==> src/rtl/shift_lr.sv <==
// 32-bit bidirectional barrel shifter: logical left, logical right and
// arithmetic right by 0..WIDTH-1, with a combinational result and a registered copy.

// One log-stage of the right-shift core: shift by AMT when sel is set,
// filling the vacated MSBs with fill.
module shift_lr_stage #(
   parameter int WIDTH = 32,
   parameter int AMT   = 1
) (
   input  logic [WIDTH-1:0] din,
   input  logic             sel,
   input  logic             fill,
   output logic [WIDTH-1:0] dout
);

   always_comb begin
      dout = din;
      if (sel) dout = {{AMT{fill}}, din[WIDTH-1:AMT]};
   end

endmodule

module shift_lr #(
   parameter int WIDTH = 32,
   parameter int SHW   = 5
) (
   input  logic             clk,
   input  logic             rst,
   input  logic [WIDTH-1:0] X,
   input  logic [SHW-1:0]   S,
   input  logic             LEFT,
   input  logic             LOG,
   output logic [WIDTH-1:0] Z,
   output logic [WIDTH-1:0] Z_R
);

   logic [WIDTH-1:0]          x_rev;
   logic [WIDTH-1:0]          core_in;
   logic [WIDTH-1:0]          core_out;
   logic [WIDTH-1:0]          core_rev;
   logic [SHW:0][WIDTH-1:0]   stg;
   logic                      fill;

   // Left shifts run through the same right-shift core on bit-reversed data.
   for (genvar i = 0; i < WIDTH; i++) begin : g_rev
      assign x_rev[i]    = X[WIDTH-1-i];
      assign core_rev[i] = core_out[WIDTH-1-i];
   end

   assign fill    = X[WIDTH-1] & ~LOG & ~LEFT;
   assign core_in = LEFT ? x_rev : X;
   assign stg[0]  = core_in;

   for (genvar k = 0; k < SHW; k++) begin : g_stage
      shift_lr_stage #(
         .WIDTH (WIDTH),
         .AMT   (1 << k)
      ) u_stage (
         .din   (stg[k]),
         .sel   (S[k]),
         .fill  (fill),
         .dout  (stg[k+1])
      );
   end

   assign core_out = stg[SHW];
   assign Z        = LEFT ? core_rev : core_out;

   always_ff @(posedge clk) begin
      if (rst) Z_R <= '0;
      else     Z_R <= Z;
   end

endmodule

==> config.mk <==
export PLATFORM = sky130hd
export DESIGN_NAME = shift_lr
export DESIGN_NICKNAME = d
export VERILOG_FILES = /design/src/rtl/shift_lr.sv
export SDC_FILE = /design/constraint.sdc
export NUM_CORES = 1
export LEC_CHECK = 0
export BUFFER_PORTS_ARGS = -buffer_cell sky130_fd_sc_hd__buf_2
export CORE_MARGIN = 2
export CORE_UTILIZATION = 45
export CTS_CLUSTER_DIAMETER = 60
export DETAILED_ROUTE_END_ITERATION = 6
export GPL_ROUTABILITY_DRIVEN = 1
export GPL_TIMING_DRIVEN = 0
export PLACE_DENSITY_LB_ADDON = 0.08
export SETUP_SLACK_MARGIN = 0.1
export SLEW_MARGIN = 20
export SYNTH_ARGS = -nofsm -noshare
export SYNTH_HDL_FRONTEND = slang
export SYNTH_SLANG_ARGS = --single-unit
==> constraint.sdc <==
create_clock -name clk -period 1.95 [get_ports clk]
set_input_delay 0.0975 -clock clk [delete_from_list [all_inputs] [get_ports clk]]
set_output_delay 0.0975 -clock clk [all_outputs]
set_load 0.1 [all_outputs]
# == Word-level counts from Yosys, hierarchy flattened ==
# Index checks and enable logic that the tools add are counted.
# word_totals
regBits,32
in_bits,41
output_inout_bits,64
elab_cells,12
# classes
muxes,7
bitwise_logic,4
# op_table
cell,n
two-way mux 32 bit,7
AND 1 bit,2
inverter 1 bit,2

# == Depth between registers and ports, before layout ==
# Gate-level depths: netlist of the first run.
# logic_depth
word_depth,9
depth_mapped,11
depth_no_buf,6

# == Modules after synthesis ==
# From an unflattened synthesis of the first run, not the netlist that was laid out.
# unflattened
cells_unflattened,322
area_unflattened_um2,4441.8
# by_module_without_submodules
mod,n_inst,cells_per_inst,area_each_um2
shift_lr_stage at g_stage[0].u_stage ...,4,36,544.3
shift_lr,1,141,1715.4
shift_lr_stage at g_stage[4].u_stage,1,37,549.3

# == Worst setup path after synthesis of the first run ==
# No wires, ideal clock.
# synth_timing
path_kind,in2out
from,input S[0]
to,output Z[5]
arrival_ps,3756
required_ps,1852
setup_slack_ps,-1903
cell_stages,9
n_path_buf,3
path_cell_list,buf_6 -> buf_12 -> buf_8 -> mux2i_1 -> mux4_2 -> mux2i_1 -> a22o_1 -> nor3_1 -> a211oi_1
# synth_between
elab_chain_len,6
# synth_rtl
item,line,source
"start, declared",30,"input logic [SHW-1:0] S,"
two-way mux 32 bit (5 in a row),18,"if (sel) dout = {{AMT{fill}}, din[WIDTH-1:AMT]};"
two-way mux 32 bit,67,assign Z = LEFT ? core_rev : core_out;
"end, declared",33,"output logic [WIDTH-1:0] Z,"
# Every way passes these cells.

# == Worst setup path after layout of the first run ==
# layout_timing
from,input S[0]
to,output Z[14]
# Same word-level chain as after synthesis.

==> metrics, run 1 <==
status finished, violations left; violated checks DRC, setup timing; Most used DFF post-synth dfxtp_1; Largest regs Z_R x32; Clock transition at path regs 0.08 ns; IO buf count 100; largest net degree at the start of global routing 11; Synth Warn # 0; multi-input logic area 5160 um2; nets 770; Max-Cap Viols 0; Tightest Hold Check Type input port to flip-flop; antenna violations before repair 1; sequence of cells on the critical path buf_12 > buf_12 > mux4_2 > mux2_4 > mux4_2 > a222oi_1 > buf_4 > inv_2 > buf_12; cell count after synthesis 541; PwrDens 651 nW/um2; post-route insts no fill 863; maximum vdd drop 0.000592 V; Rel. slew slack 40.5%; hold path startpoint rst; Placed Cells 774; Tmin final 2.68 ns; Tightest Pin Transition 0.893 ns; Syn Area/Cell 8.53 um2; CTS Sinks 32; 1st-iter DRT viols 731; Sequential cell area 641 um2; commonest non-fill, non-tap cell in the layout buf_2; most frequent cells in the layout buf_2 (73), buf_4 (54), buf_12 (43); CTS tree built; slowest stage delay, CP 0.51 ns; Setup crit end kind output pin; starting density of the core 46.8%; GP Congestion 1.06; CTS Hold Buffers Added 0; Final Hold Fails 0; first-pass GRT wire length 33700 um; Post-synth ARST share 0%; global-route total usage across every layer 39.2%; max-slew violation count 0; vias per cell 7.33; hpwl dp 16100 um; critical path's most frequent cell buf_12; synthesized cell area 4610 um2; worst hold endpoint Z_R[9]; Area contributors post-synth mux4_2 (15%), dfxtp_1 (14%), mux2i_1 (9.3%); Lkg Pwr 3.36 nW; vias in the first global route 5819; Avg WL per Cell 29.5 um; max frequency 373 MHz; area grow syn2layout 81.8%; cts bufs inserted 5; max reg flops 32; setup TNS -15.22 ns; Arr. time, crit path 2.59 ns; Post-Syn Nets 582; #FFs+latches synth 32; Residual DRC 2; final setup fails 47; dpl ws -1.01 ns; Clock Tree Root clkbuf_8; crit start category input port; Synth area leader mux4_2; kind of critical path input port to output pin; standard-cell rows 36; diode count 0; DRT Pass-1 Iters 7; ANT nets after route 0; fraction of layout cells with a size suffix above 1 68.9%; Synth cell types 80; Top reg by flops Z_R; core box area 9860 um2; post-synth top area share 15.1%; Hold Path Stages 3; via count 6322; Slowest-stage cell, CP mux4_2; Die Y 105 um; Seq/Total Area, Yosys 13.9%; fin crit share 138%; number of enable flip-flop cells after synthesis 0; die area 11100 um2; Clock Path Buffers 2; io pins 105; RSZ-0062 raised after global routing true; total gr overflow 0; routed wire length 25500 um; CP Max Fanout 10; Data required, critical path 1.85 ns; Layout fillers 487; die width 105 um; htree depth 2; setup slack after layout -0.734 ns
cell usage after synthesis, types with 4 or more instances:
| library cell | count |
|---|---|
| a211oi_1 | 19 |
| buf_4 | 6 |
| nor3_1 | 11 |
| a32oi_1 | 4 |
| and2_1 | 8 |
| o211ai_1 | 6 |
| buf_1 | 6 |
| clkbuf_1 | 17 |
| or2_2 | 7 |
| mux2_4 | 5 |
| a31oi_1 | 4 |
| a22o_1 | 7 |
| nand2_1 | 43 |
| nor2_1 | 55 |
| buf_6 | 6 |
| nand2b_1 | 15 |
| o22ai_1 | 23 |
| mux4_2 | 31 |
| a22oi_1 | 8 |
| o21ai_1 | 5 |
| dfxtp_1 | 32 |
| mux2i_1 | 43 |
| mux2_2 | 19 |
| nor2b_1 | 15 |
| a21oi_1 | 30 |
| nand3_1 | 12 |
| buf_2 | 9 |
| inv_1 | 4 |
| o21ai_0 | 14 |
| o31ai_1 | 4 |
| o221ai_1 | 5 |
per-layer routing:
metal / vias to the layer above / part of all wire [%] / global-route usage, %
li1: 2500 / - / -
met1: 3034 / 34 / 46.3
met2: 588 / 46 / 66.0
met3: 200 / 11 / 5.13
met4: 0 / 9.3 / 27.0
met5: - / 0 / 0
timing repair:
item                                    in CTS  in global routing
resized for setup                          261                123
endpoints found under the setup margin      64                 64
buffers inserted                            37                 40
endpoints found under the hold margin        0                  0
pin swaps                                   34                 32
gates cloned                                 3                  3
stage by stage:
stage | total power [mW] | hold WS, ns | cell area, um2 | utilization (%)
4_1_cts | 4.86 | 0.335 | 7470 | 75.7
3_5_place_dp | 3.58 | 0.641 | 5940 | 60.2
5_1_grt | 5.52 | 0.457 | 8390 | 85.0
6_report | 5.46 | 0.412 | 8390 | 85.0
3_3_place_gp | 3.56 | 0.609 | 5940 | 60.2
2_1_floorplan | 3.03 | 0.488 | 5270 | -
worst max-delay path by stage:
stage	cells past startpoint	from	endpoint	slack [ns]
after detailed placement	10	S[1]	Z[4]	-1.01
after CTS	10	S[0]	Z[4]	-0.42
after global placement	9	S[1]	Z[30]	-0.95
after floorplan	10	S[0]	Z[11]	-0.89
after global routing	9	S[0]	Z[14]	-0.70
final	9	S[0]	Z[14]	-0.73
logic make-up (layout without fill, tap and decap cells):
| kind of cell | Yosys count | in the layout | synth area share (%) |
|---|---|---|---|
| AND/OR/NAND/NOR | 186 | 186 | 19.9 |
| AO/OA/AOI/OAI | 167 | 167 | 27.1 |
| multiplexers | 102 | 102 | 32.0 |
| buffers and inverters | 53 | 242 | 6.86 |
| flip-flops | 32 | 32 | 13.9 |
| XOR/XNOR | 1 | 1 | 0.190 |
worst max-delay path, delay by kind of cell:
kind / cells / cell delay [ns]
compound gates: 1 / 0.45
buf+inv: 5 / 0.69
mux: 3 / 1.33
power breakdown:
group / switching (mW) / internal (mW) / leakage (nW)
Combinational: 2.53 / 1.49 / 3.04
Sequential: 0.0267 / 0.713 / 0.265
Clock: 0.315 / 0.380 / 0.0552
Total: 2.88 / 2.58 / 3.36
layout make-up:
type                    count  share of cell area, %
clock buffers               6                  0.865
repair buffers            181                   21.5
multi-input cells         456                   61.5
clock inverters             2                  0.418
inverters                   6                  0.283
plain buffers              47                   5.82
flip-flops and latches     32                   7.64
well taps                 133                   1.98
Note: power is estimated with default switching activity, not from simulation.
==> run 2, diff against run 1 <==
- GPL_ROUTABILITY_DRIVEN: 1 -> 0
- clock period: 1.95 -> 3.1 ns (I/O delays scaled with it)
==> metrics, run 2 (synthesis results as in run 1) <==
final setup fails 0; CTS Hold Buffers Added 0; io pins 105; CP delay by family, top buffers and inverters; Data required, critical path 2.94 ns; Placed Cells 774; Lkg Pwr 2.28 nW; post-route insts no fill 782; core box area 9860 um2; area grow syn2layout 19.5%; Max-Cap Viols 0; Tightest Pin Transition 0.811 ns; die width 105 um; commonest non-fill, non-tap cell in the layout buf_2; total gr overflow 0; routed wire length 18200 um; Tightest Hold Check Type input port to flip-flop; starting density of the core 46.8%; Residual DRC 0; PwrDens 448 nW/um2; Arr. time, crit path 2.81 ns; CTS tree built; most frequent cells in the layout buf_2 (106), nor2_1 (48), nand2_1 (43); cts bufs inserted 5; antenna violations before repair 0; Clock transition at path regs 0.06 ns; RSZ-0062 raised after global routing true; Sequential cell area 641 um2; Rel. slew slack 45.7%; 1st-iter DRT viols 521; global-route total usage across every layer 32.5%; max-slew violation count 0; standard-cell rows 36; Largest regs Z_R x32; Avg WL per Cell 23.3 um; hold path startpoint rst; max frequency 337 MHz; largest net degree at the start of global routing 11; sequence of cells on the critical path buf_4 > buf_6 > buf_4 > buf_6 > buf_2 > nor2_1 > nor2_1 > a41oi_2 > and2_1 > a21oi_1 > o22ai_2 > buf_2; IO buf count 100; ANT nets after route 0; kind of critical path input port to output pin; Die Y 105 um; Hold Path Stages 4; Buffers & Inverters on Critical Path 6; Setup crit end kind output pin; Clock Path Buffers 2; total power 2.47 mW; diode count 0; worst hold endpoint Z_R[2]; slowest stage delay, CP 0.47 ns; fin crit share 95.7%; fraction of layout cells with a size suffix above 1 37.3%; Top reg by flops Z_R; vias in the first global route 5043; DRT Pass-1 Iters 5; nets 690; multi-input logic area 3770 um2; via count 5346; Slowest-stage cell, CP nor2_1; Final Hold Fails 0; status completed; first-pass GRT wire length 28400 um; crit start category input port; die area 11100 um2; hpwl dp 14500 um; Clock Tree Root clkbuf_8; maximum vdd drop 0.000267 V; htree depth 2; vias per cell 6.84; max reg flops 32; CTS Sinks 32; CP Max Fanout 10; Layout fillers 960; Tmin final 2.97 ns
==> run 2: report_power, final <==
group,internal [mW],switching [mW]
logic,0.416,1.24
registers,0.449,0.00688
clock network,0.198,0.155
total,1.06,1.41
==> run 2: layer usage <==
layer  up-vias  global-route usage [%]  wire length, um
met2       443                    53.5             8340
met5         -                       0                0
met1      2474                    38.9             6580
met4         0                    18.7             1140
met3       103                    7.17             2150
li1       2326                       -                -
==> run 2: how the worst max path moves through the flow <==
stage,startpoint,endpoint,depth (start not counted)
floorplan,S[0],Z[23],8
global placement,LEFT,Z[2],11
detailed placement,LEFT,Z[6],10
CTS,S[1],Z[30],9
global route,S[2],Z[2],12
finish,S[2],Z[2],12
==> run 2: layout make-up <==
cell class | instances | area share [%]
sequential | 32 | 11.6
inverter | 6 | 0.409
tap | 133 | 3.02
buffer | 47 | 5.54
timing repair buffer | 101 | 9.35
clock buffer | 7 | 1.75
multi-input combinational | 456 | 68.3
==> run 2: stage by stage <==
step / util [%] / setup slack [ns] / setup TNS (ns) / hold WS (ns) / cell area, um2
2_1_floorplan: - / -0.239 / -0.881 / 0.562 / 4700
3_3_place_gp: 54.4 / -0.0748 / -0.191 / 0.684 / 5370
3_5_place_dp: 54.4 / -0.0686 / -0.188 / 0.700 / 5370
4_1_cts: 55.6 / 0.103 / 0 / 0.410 / 5490
5_1_grt: 55.9 / 0.0550 / 0 / 0.481 / 5510
6_report: 55.9 / 0.134 / 0 / 0.424 / 5510
==> run 2: tightest hold or removal path: cells and delay by family <==
| family | cells | cell delay [ns] |
|---|---|---|
| AO/OA/AOI/OAI | 2 | 0.15 |
| buffers and inverters | 1 | 0.21 |
| AND/OR/NAND/NOR | 1 | 0.16 |
==> run 2: timing repair <==
| item | in CTS | in global routing |
|---|---|---|
| endpoints found under the hold margin | 0 | 0 |
| setup buffers | 0 | 1 |
| pin swaps | 0 | 1 |
| gates resized for setup | 5 | 6 |
| setup endpoints to repair | 10 | 10 |
==> run 3, diff against run 2 <==
- ABC_AREA: unset -> 1
- clock period: 3.1 -> 3.25 ns (I/O delays scaled with it)
==> metrics, run 3 <==
vias per cell 5.71; cts bufs inserted 5; CTS Hold Buffers Added 0; Area contributors post-synth nand3_1 (43%), nand2_1 (22%), dfxtp_1 (19%); maximum vdd drop 0.000366 V; Clock transition at path regs 0.06 ns; fraction of layout cells with a size suffix above 1 17.9%; Setup crit end kind output pin; status completed; Seq/Total Area, Yosys 18.7%; via count 4930; total gr overflow 0; Top reg by flops Z_R; Clock Path Buffers 2; Avg WL per Cell 14.5 um; setup TNS 0 ns; standard-cell rows 31; area grow syn2layout 22.0%; Tightest Pin Transition 0.537 ns; Tightest Hold Check Type input port to flip-flop; Clock Tree Root clkbuf_8; die width 91.3 um; total power 2.06 mW; starting density of the core 46.8%; hpwl dp 10200 um; Rel. slew slack 64.2%; antenna violations before repair 0; first-pass GRT wire length 20600 um; Synth Area in Adders 0%; Tmin final 2.29 ns; CTS Sinks 32; post-synthesis mux area share 0%; synthesized cell area 3430 um2; kind of critical path input port to output pin; vias in the first global route 4381; Syn Area/Cell 5.23 um2; RSZ-0062 raised after global routing false; max reg flops 32; fin util 57.1%; Post-CTS Setup Bufs 0; fin crit share 70.5%; Final Hold Fails 0; Compound-Gate Fraction of Synth Area 0%; IO buf count 101; diode count 0; commonest non-fill, non-tap cell in the layout nand3_1; Post-synth ARST share 0%; PwrDens 493 nW/um2; global-route total usage across every layer 30.1%; ANT nets after route 0; most frequent cells after synthesis nand3_1 (296), nand2_1 (204), inv_1 (40); largest family of logic cells by synthesized area simple AND/OR/NAND/NOR gates; Synth Area in Simple Gates 69.1%; die area 8330 um2; Layout fillers 797; core box area 7330 um2; routed wire length 12500 um; crit start category input port; Post-Syn Nets 696; Synth area leader nand3_1; CTS tree built; io pins 105; max-slew violation count 0; Residual DRC 0; #FFs+latches synth 32; number of enable flip-flop cells after synthesis 0; final setup fails 0; post-synthesis xor/xnor area fraction 0%; Arr. time, crit path 2.13 ns; post-synth top area share 43.2%; htree depth 2; Max-Cap Viols 0; Synth cell types 10; Largest regs Z_R x32; most numerous cell in the Yosys netlist nand3_1; largest net degree at the start of global routing 11; Synth Warn # 0; most frequent cells in the layout nand3_1 (296), nand2_1 (204), buf_2 (119); 1st-iter DRT viols 671; DRT Pass-1 Iters 6; Die Y 91.3 um; Post-CTS Resized 0; Lkg Pwr 2.45 nW; CP Max Fanout 10; Data required, critical path 3.09 ns; cell count after synthesis 655; max frequency 436 MHz; Most used DFF post-synth dfxtp_1; nets 804
## run 3: cell types whose count changed after synthesis, sizes merged, moves of 27 or more
cell	before	now
nand3	12	296
mux4	32	0
mux2	27	0
nand2	43	204
a21oi	31	0
mux2i	43	0
inv	5	40
## run 3: layout make-up
class,instances,area (um2),share of cell area [%]
Buffer,51,270,6.46
Timing Repair Buffer,101,505,12.1
Inverter,40,150,3.59
Clock inverter,1,30.0,0.718
Tap cell,99,124,2.96
Sequential cell,32,641,15.3
Multi-Input combinational cell,532,2370,56.6
Clock buffer,7,96.3,2.30
## run 3: cell families (layout without fill, tap and decap cells)
group	after synthesis	in the layout
buf+inv	91	200
flops	32	32
simple gates	532	532
## run 3: report_power, final
group / leakage [nW] / internal [mW] / switching (mW)
clock: 0.0645 / 0.270 / 0.148
sequential: 0.266 / 0.425 / 0.00732
combinational: 2.12 / 0.230 / 0.980
total: 2.45 / 0.926 / 1.14
## run 3: path summary, 6_finish.rpt
check | startpoint | end | slack [ns] | cells past startpoint
max | S[1] | Z[0] | 0.96 | 12
min | rst | Z_R[21] | 0.11 | 2
## run 3: routing by layer
| layer | part of all wire, % | track usage, % | wire length [um] |
|---|---|---|---|
| met5 | 0 | 0 | 0 |
| met4 | 2.1 | 7.32 | 267 |
| met3 | 11 | 6.97 | 1330 |
| met2 | 43 | 47.7 | 5420 |
| met1 | 44 | 41.2 | 5470 |
## run 3: worst max-delay path, cell delays in order
cell and delay, ns:
buf_2 0.14, inv_1 0.14, buf_1 0.38, nand3_1 0.16
nand3_1 0.15, nand3_1 0.13, nand3_1 0.10, nand2_1 0.07
nand2_1 0.06, nand2_1 0.12, inv_1 0.08, buf_2 0.42
## run 3: per-stage QoR
| stage | instance area, um2 | hold WS [ns] | setup slack (ns) | cells |
|---|---|---|---|---|
| 3_3_place_gp | 4060 | 0.394 | 1.03 | 855 |
| 3_5_place_dp | 4060 | 0.399 | 1.05 | 855 |
| 2_1_floorplan | 3430 | 0.235 | 1.39 | 655 |
| 6_report | 4180 | 0.108 | 0.959 | 863 |
| 4_1_cts | 4180 | 0.107 | 1.05 | 863 |
| 5_1_grt | 4180 | 0.116 | 0.810 | 863 |
